===== config.mk =====
export PLATFORM = sky130hd
export DESIGN_NAME = if_fetch_unit_flat
export DESIGN_NICKNAME = d
export VERILOG_FILES = /design/src/rtl/if_fetch_unit_if.sv /design/src/rtl/if_fetch_unit.sv /design/src/flat_wrapper.sv
export SDC_FILE = /design/constraint.sdc
export NUM_CORES = 1
export LEC_CHECK = 0
export ABC_CLOCK_PERIOD_IN_PS = 6530
export BUFFER_PORTS_ARGS = -buffer_cell sky130_fd_sc_hd__buf_2
export CORE_ASPECT_RATIO = 0.7
export CORE_MARGIN = 4
export CORE_UTILIZATION = 42
export CTS_CLUSTER_SIZE = 28
export DETAILED_ROUTE_END_ITERATION = 10
export PLACE_DENSITY = 0.68
export SLEW_MARGIN = 40
export SYNTH_ARGS = -nofsm -noshare
export SYNTH_HDL_FRONTEND = slang
export SYNTH_SLANG_ARGS = --single-unit

===== constraint.sdc =====
create_clock -name clk -period 6.53 [get_ports clk]
set_input_delay 0.653 -clock clk [delete_from_list [all_inputs] [get_ports clk]]
set_output_delay 0.653 -clock clk [all_outputs]
set_load 0.01 [all_outputs]

===== src/rtl/if_fetch_unit_if.sv =====
// Fetch-unit bus bundle: instruction-memory req/ack handshake plus the IF/ID-side
// control inputs and head-of-FIFO outputs.
interface if_fetch_unit_if;
    logic        imem_req;
    logic [31:0] imem_addr;
    logic        imem_ack;
    logic [31:0] imem_rdata;
    logic        CE;
    logic        stall;
    logic        redirect;
    logic [31:0] redirect_pc;
    logic [31:0] inst_out;
    logic [31:0] pc_out;
    logic        valid_out;

    modport master (
        output imem_req, imem_addr, inst_out, pc_out, valid_out,
        input  imem_ack, imem_rdata, CE, stall, redirect, redirect_pc
    );

    modport slave (
        input  imem_req, imem_addr, inst_out, pc_out, valid_out,
        output imem_ack, imem_rdata, CE, stall, redirect, redirect_pc
    );
endinterface


===== src/rtl/if_fetch_unit.sv =====
// Instruction-fetch front end: one outstanding imem request, prefetch FIFO, redirect flush.
// Optional FETCH_STATS_EN adds push/flush performance counters.
module if_fetch_unit #(
    parameter logic [31:0] RESET_PC   = 32'h0000_0000,
    parameter int unsigned FIFO_DEPTH = 2,
    parameter logic [31:0] NOP_INST   = 32'h0000_0013
) (
    input  logic                 clk,
    input  logic                 rst,
    if_fetch_unit_if.master      bus,
    output logic [31:0]          perf_fetch_cnt,
    output logic [31:0]          perf_flush_cnt
);
    localparam int unsigned PTR_W = (FIFO_DEPTH > 1) ? $clog2(FIFO_DEPTH) : 1;
    localparam int unsigned CNT_W = PTR_W + 1;

    typedef enum logic [1:0] {FETCH, WAIT, DRAIN} state_t;

    state_t             state, state_nxt;
    logic [31:0]        fetch_pc, fetch_pc_nxt;
    logic [31:0]        pc_mem   [FIFO_DEPTH];
    logic [31:0]        inst_mem [FIFO_DEPTH];
    logic [PTR_W-1:0]   rd_ptr, wr_ptr;
    logic [CNT_W-1:0]   count;
    logic               issue, push, pop, valid;

    // Next-state: issue only when a slot is guaranteed at ack time
    always_comb begin
        state_nxt    = state;
        fetch_pc_nxt = fetch_pc;
        issue        = 1'b0;
        push         = 1'b0;
        unique case (state)
            FETCH: begin
                if (!bus.redirect && (count < CNT_W'(FIFO_DEPTH))) begin
                    issue     = 1'b1;
                    state_nxt = WAIT;
                end
            end
            WAIT: begin
                if (bus.imem_ack) begin
                    if (!bus.redirect) begin
                        push         = 1'b1;
                        fetch_pc_nxt = fetch_pc + 32'd4;
                    end
                    state_nxt = FETCH;
                end else if (bus.redirect) begin
                    state_nxt = DRAIN;
                end
            end
            DRAIN: begin
                if (bus.imem_ack) state_nxt = FETCH;
            end
            default: state_nxt = FETCH;
        endcase
        if (bus.redirect) fetch_pc_nxt = {bus.redirect_pc[31:2], 2'b00};
    end

    always_ff @(posedge clk) begin
        if (rst) begin
            state    <= FETCH;
            fetch_pc <= RESET_PC;
        end else begin
            state    <= state_nxt;
            fetch_pc <= fetch_pc_nxt;
        end
    end

    assign valid = (count != '0);
    assign pop   = valid && bus.CE && !bus.stall && !bus.redirect;

    // FIFO pointers/occupancy; a redirect empties it in the same cycle
    always_ff @(posedge clk) begin
        if (rst || bus.redirect) begin
            rd_ptr <= '0;
            wr_ptr <= '0;
            count  <= '0;
        end else begin
            if (push) wr_ptr <= wr_ptr + PTR_W'(1);
            if (pop)  rd_ptr <= rd_ptr + PTR_W'(1);
            count <= count + CNT_W'(push) - CNT_W'(pop);
        end
    end

    always_ff @(posedge clk) begin
        if (push) begin
            pc_mem[wr_ptr]   <= fetch_pc;
            inst_mem[wr_ptr] <= bus.imem_rdata;
        end
    end

    assign bus.imem_req  = issue && !rst;
    assign bus.imem_addr = fetch_pc;
    assign bus.valid_out = valid;
    assign bus.inst_out  = valid ? inst_mem[rd_ptr] : NOP_INST;
    assign bus.pc_out    = valid ? pc_mem[rd_ptr]   : 32'h0;

`ifdef FETCH_STATS_EN
    // Flush counted when a redirect discards buffered entries or an in-flight response
    always_ff @(posedge clk) begin
        if (rst) begin
            perf_fetch_cnt <= '0;
            perf_flush_cnt <= '0;
        end else begin
            if (push) perf_fetch_cnt <= perf_fetch_cnt + 32'd1;
            if (bus.redirect && (valid || (state == WAIT)))
                perf_flush_cnt <= perf_flush_cnt + 32'd1;
        end
    end
`else
    assign perf_fetch_cnt = 32'h0;
    assign perf_flush_cnt = 32'h0;
`endif
endmodule


===== src/flat_wrapper.sv =====
// flat-port wrapper written by rule: the top's interface ports become plain ports
module if_fetch_unit_flat 
#(
    parameter logic [31:0] RESET_PC   = 32'h0000_0000,
    parameter int unsigned FIFO_DEPTH = 2,
    parameter logic [31:0] NOP_INST   = 32'h0000_0013
)
  (clk, rst, perf_fetch_cnt, perf_flush_cnt, bus_imem_req, bus_imem_addr, bus_inst_out, bus_pc_out, bus_valid_out, bus_imem_ack, bus_imem_rdata, bus_CE, bus_stall, bus_redirect, bus_redirect_pc);
  if_fetch_unit_if bus_i ();
  input  logic clk;
  input  logic rst;
  output logic [31:0] perf_fetch_cnt;
  output logic [31:0] perf_flush_cnt;
  output wire logic [$bits(bus_i.imem_req)-1:0] bus_imem_req;
  output wire logic [$bits(bus_i.imem_addr)-1:0] bus_imem_addr;
  output wire logic [$bits(bus_i.inst_out)-1:0] bus_inst_out;
  output wire logic [$bits(bus_i.pc_out)-1:0] bus_pc_out;
  output wire logic [$bits(bus_i.valid_out)-1:0] bus_valid_out;
  input wire logic [$bits(bus_i.imem_ack)-1:0] bus_imem_ack;
  input wire logic [$bits(bus_i.imem_rdata)-1:0] bus_imem_rdata;
  input wire logic [$bits(bus_i.CE)-1:0] bus_CE;
  input wire logic [$bits(bus_i.stall)-1:0] bus_stall;
  input wire logic [$bits(bus_i.redirect)-1:0] bus_redirect;
  input wire logic [$bits(bus_i.redirect_pc)-1:0] bus_redirect_pc;
  assign bus_imem_req = bus_i.imem_req;
  assign bus_imem_addr = bus_i.imem_addr;
  assign bus_inst_out = bus_i.inst_out;
  assign bus_pc_out = bus_i.pc_out;
  assign bus_valid_out = bus_i.valid_out;
  assign bus_i.imem_ack = bus_imem_ack;
  assign bus_i.imem_rdata = bus_imem_rdata;
  assign bus_i.CE = bus_CE;
  assign bus_i.stall = bus_stall;
  assign bus_i.redirect = bus_redirect;
  assign bus_i.redirect_pc = bus_redirect_pc;
  if_fetch_unit #(.RESET_PC(RESET_PC), .FIFO_DEPTH(FIFO_DEPTH), .NOP_INST(NOP_INST)) u_core (.clk(clk), .rst(rst), .bus(bus_i), .perf_fetch_cnt(perf_fetch_cnt), .perf_flush_cnt(perf_flush_cnt));
endmodule

* Word-level counts from Yosys, hierarchy flattened
Memories as Yosys holds them, arrays and structs flattened. A register that Yosys moved wholly into a read port is not among the register bits.
Cells that the tools add are included.
** Storage, ports and cells
- Memories kept :: 2
- Memory bits (writable) :: 128
- Flip-flop bits (word level) :: 38
- Word-level logic and storage cells :: 57
- Bits of input ports :: 70
** Memories
- u_core.inst_mem :: depth 2, bits a word 32, read ports 1, clocked after memory_dff 1, write ports 1, line if_fetch_unit.sv:22 : logic [31:0] inst_mem [FIFO_DEPTH];
- u_core.pc_mem :: depth 2, bits a word 32, read ports 1, clocked after memory_dff 1, write ports 1, line if_fetch_unit.sv:21 : logic [31:0] pc_mem [FIFO_DEPTH];
** Cells by class
- Mux-type cells :: 21
- Add/subtract/negate cells :: 5
- Order comparisons :: 1
- Equality and inequality tests :: 5
- Reduce and logical (&&, ||, !) cells :: 17
** Operator list (count)
- $mux W32 :: 5
- $add A32 B3 Y32 const B :: 1
- $mux W1 :: 11
- $mux W2 :: 4
- $pmux W2 S3 :: 1
- $reduce_bool A2 Y1 :: 3
- $logic_and A1 B1 Y1 :: 5
- $reduce_and A2 Y1 :: 2
- $logic_not A1 Y1 :: 3
- $ne A3 B3 Y1 const B :: 1
- $reduce_and A3 Y1 :: 1
- $add A1 B1 Y1 const B :: 2
- $add A2 B1 Y2 :: 1
- $eq A2 B1 Y1 const B :: 1
- $eq A2 B2 Y1 const B :: 1
- $logic_not A2 Y1 :: 1
- $lt A2 B2 Y1 const B :: 1
- $ne A2 B1 Y1 const B :: 1
- $ne A2 B2 Y1 const B :: 1
- $reduce_or A2 Y1 :: 1
- $sub A2 B1 Y2 :: 1
- $logic_or A1 B1 Y1 :: 1

* Logic depth before layout (Yosys ltp)
- Depth after elaboration :: 6
- Mapped depth :: 11
- Depth with buffers taken out :: 9

* Worst setup path before layout
Ideal clock, no wire load.
- Path type :: input-to-reg
- Start :: input bus_redirect
- End :: memory u_core.inst_mem[0][0] (enable)
- Buffers on the path :: 2
- Stages :: 3
- Data required time :: 5.972 ns
- Setup time :: 0.558 ns
- Slack :: 0.634 ns
- Data arrival time :: 5.338 ns
- Cell sequence :: clkbuf_1 > buf_1 > nor3_1
** Between the ends
- Word-level cells in the longest chain between the ends :: 5
** Ends and longest elaborated chain
- start, declared :: line flat_wrapper.sv:23 : input wire logic [$bits(bus_i.redirect)-1:0] bus_redirect;
- $mux W1 :: line if_fetch_unit.sv:42 : if (!bus.redirect) begin
- $mux W1 :: line if_fetch_unit.sv:41 : if (bus.imem_ack) begin
- $mux W1 :: line if_fetch_unit.sv:33 : unique case (state)
- $mux W1 :: line if_fetch_unit.sv:86 : if (push) begin
- $mux W1 (implied by the code) :: line if_fetch_unit.sv:88 : inst_mem[wr_ptr] <= bus.imem_rdata;
- end, declared :: line if_fetch_unit.sv:22
No other way between the ends.

* Worst setup path after layout
- Start :: register u_core.count[1]
- End :: output bus_inst_out[4]
** Between the ends
- Word-level cells in the longest chain between the ends :: 2
** Ends and longest elaborated chain
- start, declared :: line if_fetch_unit.sv:24 : logic [CNT_W-1:0] count;
- start signal, assigned :: line if_fetch_unit.sv:81 : count <= count + CNT_W'(push) - CNT_W'(pop);
- $reduce_bool A2 Y1 :: line if_fetch_unit.sv:69 : assign valid = (count != '0);
- $mux W32 :: line if_fetch_unit.sv:95 : assign bus.inst_out = valid ? inst_mem[rd_ptr] : NOP_INST;
- end, declared :: line flat_wrapper.sv:16 : output wire logic [$bits(bus_i.inst_out)-1:0] bus_inst_out;
No other way between the ends.

==> flow_metrics.tcl <==
set metrics [dict create \
    maxCapViolCount 0 \
    clock_path_buffers 2 \
    synth_area_per_cell_um2 12.2 \
    worst_hold_path.num_cells 1 \
    p_int_w 0.00178 \
    track_usage 0.166 \
    rows 39 \
    period_share 0.435 \
    crit_arrival_ps 2190 \
    synth_cell_types 47 \
    root_buffer "clkbuf_16" \
    antenna_found_initial 1 \
    numCtsBuffers 17 \
    wirelength_um 16800 \
    power_density_nw_per_um2 265 \
    fp.dieW_um 165 \
    synthXorXnorAreaFrac 0.0144 \
    synth-compound-area-share 0.0581 \
    dpl.hpwl_um 11700 \
    synthTopCellsByArea "edfxtp_1 (51%), dfxtp_1 (10%), mux2i_1 (8.8%), buf_4 (7.1%), nor2_1 (4.8%)" \
    place_area_um2 8090 \
    drc_errors 0 \
    drive_above_1_share 0.273 \
    via_per_inst 5.07 \
    yosysTopAreaCell "edfxtp_1" \
    num-fill-cells 1479 \
    fin_area_um2 8700 \
    synth.area.mux_share 0.0880 \
    die_y_um 118 \
    fin_crit_ps 2840 \
    rrSetupSlack_ps 4190 \
    setup.worst_path.class "reg2out" \
    pwr-share-comb 0.056 \
    initial_core_util 0.437 \
    hp-start "bus_imem_rdata[6]" \
    yosysWarningCount 0 \
    synth-adder-area-share 0.00516 \
    startpoint_type "flop" \
    cts-resized-gates 0 \
    setup_violations 0 \
    synth_top_area_frac 0.512 \
    reg2regPathDepth 5 \
    pre_cts_ws_ps 4000 \
    skew_ps 9.52 \
    final_hold_viol_count 0 \
    swShare 0.228 \
    setup_tns_ps 0 \
    gp_congestion 0.820 \
    max_freq_mhz 352 \
    ir_worst_vdd_uv 169 \
    grt_overflow_total 0 \
    netlist_instances 596 \
    area_growth_syn_to_layout_pct 19.5 \
    synthArstFlopShare 0 \
    drt_first_iter_violations 346 \
    synth_top_family_by_area "simple AND/OR/NAND/NOR gates" \
    seqPwrFrac 0.501 \
    rsz0062_at_grt "false" \
    drv_slew 0 \
    clock_sinks 161 \
    reg2reg_to "u_core.bus.imem_addr[20]$_SDFFE_PP0P_" \
    h-tree-depth 4 \
    power_switching_w 0.000525 \
    clk_latency_ps 410 \
    ys_seq_area_frac 0.613 \
    hold_path.class "in2reg" \
    crit_required_ps 5880 \
    cts.clk_slew.worst_paths_ps 70 \
    wl_per_cell_um 16.9 \
    worstHoldEndpoint "u_core.inst_mem[1][6]$_DFFE_PP_" \
    dr.pass1.iters 5 \
    yosys.area_share.simple 0.125 \
    core-area_um2 16600 \
    setup_slack_ps 3690 \
    synth-seq-cells 161 \
    cellLeakagePower_nw 3.32 \
    numPortBuffers 161 \
    dieArea_um2 19500 \
    ys.flop_type "edfxtp_1" \
    end_kind "output port" \
    relSlewSlack 0.513 \
    tightest_slew_ps 724 \
    syn_area_um2 7280 \
    cts_tree "yes" \
    grt_pass1_vias 4825 \
    ant_nets 0 \
    r2r_start "u_core.bus.imem_addr[2]$_SDFFE_PP0P_" \
    synth-edff-count 124 \
    status "finished clean" \
    path_max_fanout 39 \
    grt_pass1_wl_um 25600 \
    postCtsSetupBuffers 0 \
    clkPwrFrac 0.443 \
    nNetsFinal 826 \
    pin_count 232 \
    postCtsHoldBufs 0 \
    grt_max_degree 51 \
    vias 5022 \
]
==> stage by stage <==
stage | instances | total power, W | utilization | hold WS [ps]
floorplan | 663 | 0.00127 | - | 481
global placement | 956 | 0.00130 | 0.482 | 493
detailed placement | 959 | 0.00130 | 0.486 | 512
CTS | 990 | 0.00232 | 0.522 | 405
global route | 991 | 0.00239 | 0.523 | 396
finish | 991 | 0.00230 | 0.523 | 427
==> worst max path at each step <==
stage / end / from
after global placement: bus_imem_req / rst
after CTS: bus_inst_out[4] / u_core.count[1]$_SDFF_PP0_
after global routing: bus_inst_out[0] / u_core.count[1]$_SDFF_PP0_
after floorplan: u_core.inst_mem[0][0]$_DFFE_PP_ / bus_redirect
final: bus_inst_out[4] / u_core.count[1]$_SDFF_PP0_
after detailed placement: bus_imem_req / rst
==> worst max-delay path: stages, from the launching register on <==
cell and delay [ps]:
dfxtp_1 360, nor2_4 520, buf_4 500, inv_1 160, nand2_1 90, buf_2 120
==> area by class of cell <==
class	count	area, um2	share of cell area
clock inverters	14	179	0.0206
multi-input cells	390	2390	0.275
flip-flops and latches	161	4470	0.514
diodes	1	2.50	0.000288
clock buffers	17	425	0.0489
inverters	15	56.3	0.00647
repair buffers	168	896	0.103
well taps	225	282	0.0324
==> cell usage in the layout, fill, tap and decap left out, types with 3 or more instances in the layout <==
master / n
a211oi_1: 9
a21oi_1: 5
a311oi_1: 13
buf_12: 3
buf_2: 161
buf_4: 4
bufinv_16: 3
clkbuf_16: 17
clkinvlp_4: 3
conb_1: 68
dfxtp_1: 36
edfxtp_1: 124
ha_1: 3
inv_1: 15
inv_6: 6
mux2i_1: 64
nand2_1: 23
nand3_1: 14
nand4_1: 6
nor2_1: 93
nor3_1: 6
nor4_1: 10
o21ai_0: 7
o31ai_1: 7
or3_1: 7
or4_1: 10
xnor2_1: 10
==> registers in the layout, summed over array words and instances, names as in the netlist, named ones only <==
register              flops
u_core.bus.imem_addr     30
u_core.count              2
u_core.inst_mem          64
u_core.pc_mem            60
u_core.rd_ptr             1
u_core.state              2
u_core.wr_ptr             1
==> power groups by stage <==
stage,clock (W),combinational (W),sequential [W]
6_report,0.00102,0.000129,0.00116
5_1_grt,0.00109,0.000142,0.00116
4_1_cts,0.00104,0.000128,0.00115
3_5_place_dp,0,0.000127,0.00118
3_3_place_gp,0,0.000124,0.00118
2_1_floorplan,0,0.0000982,0.00118
==> routing by layer <==
metal,global-route usage,wire (um),part of all wire,vias to the layer above
met2,0.263,7740,0.46,228
met3,0.0626,1580,0.094,11
met5,0,0,0,-
met4,0.0289,107,0.0064,0
li1,-,-,-,2370
met1,0.222,7360,0.44,2413
==> logic make-up (layout without fill, tap and decap cells) <==
logic type	after synthesis	in the layout
flip-flops	161	161
other	1	69
multiplexers	64	64
buffers and inverters	112	214
AO/OA/AOI/OAI	55	55
AND/OR/NAND/NOR	188	188
XOR/XNOR	12	12
adder cells (fa/ha/maj)	3	3
==> synth_stat cells (8+ instances only) <==
| library cell | number |
|---|---|
| dfxtp_1 | 37 |
| clkbuf_1 | 22 |
| mux2i_1 | 64 |
| xnor2_1 | 10 |
| a211oi_1 | 9 |
| nor2_1 | 94 |
| edfxtp_1 | 124 |
| inv_1 | 15 |
| a311oi_1 | 13 |
| nor4_1 | 10 |
| buf_4 | 69 |
| or4_1 | 10 |
| nor3_1 | 8 |
| nand3_1 | 14 |
| nand2_1 | 23 |
(Power assumes the default switching activity.)
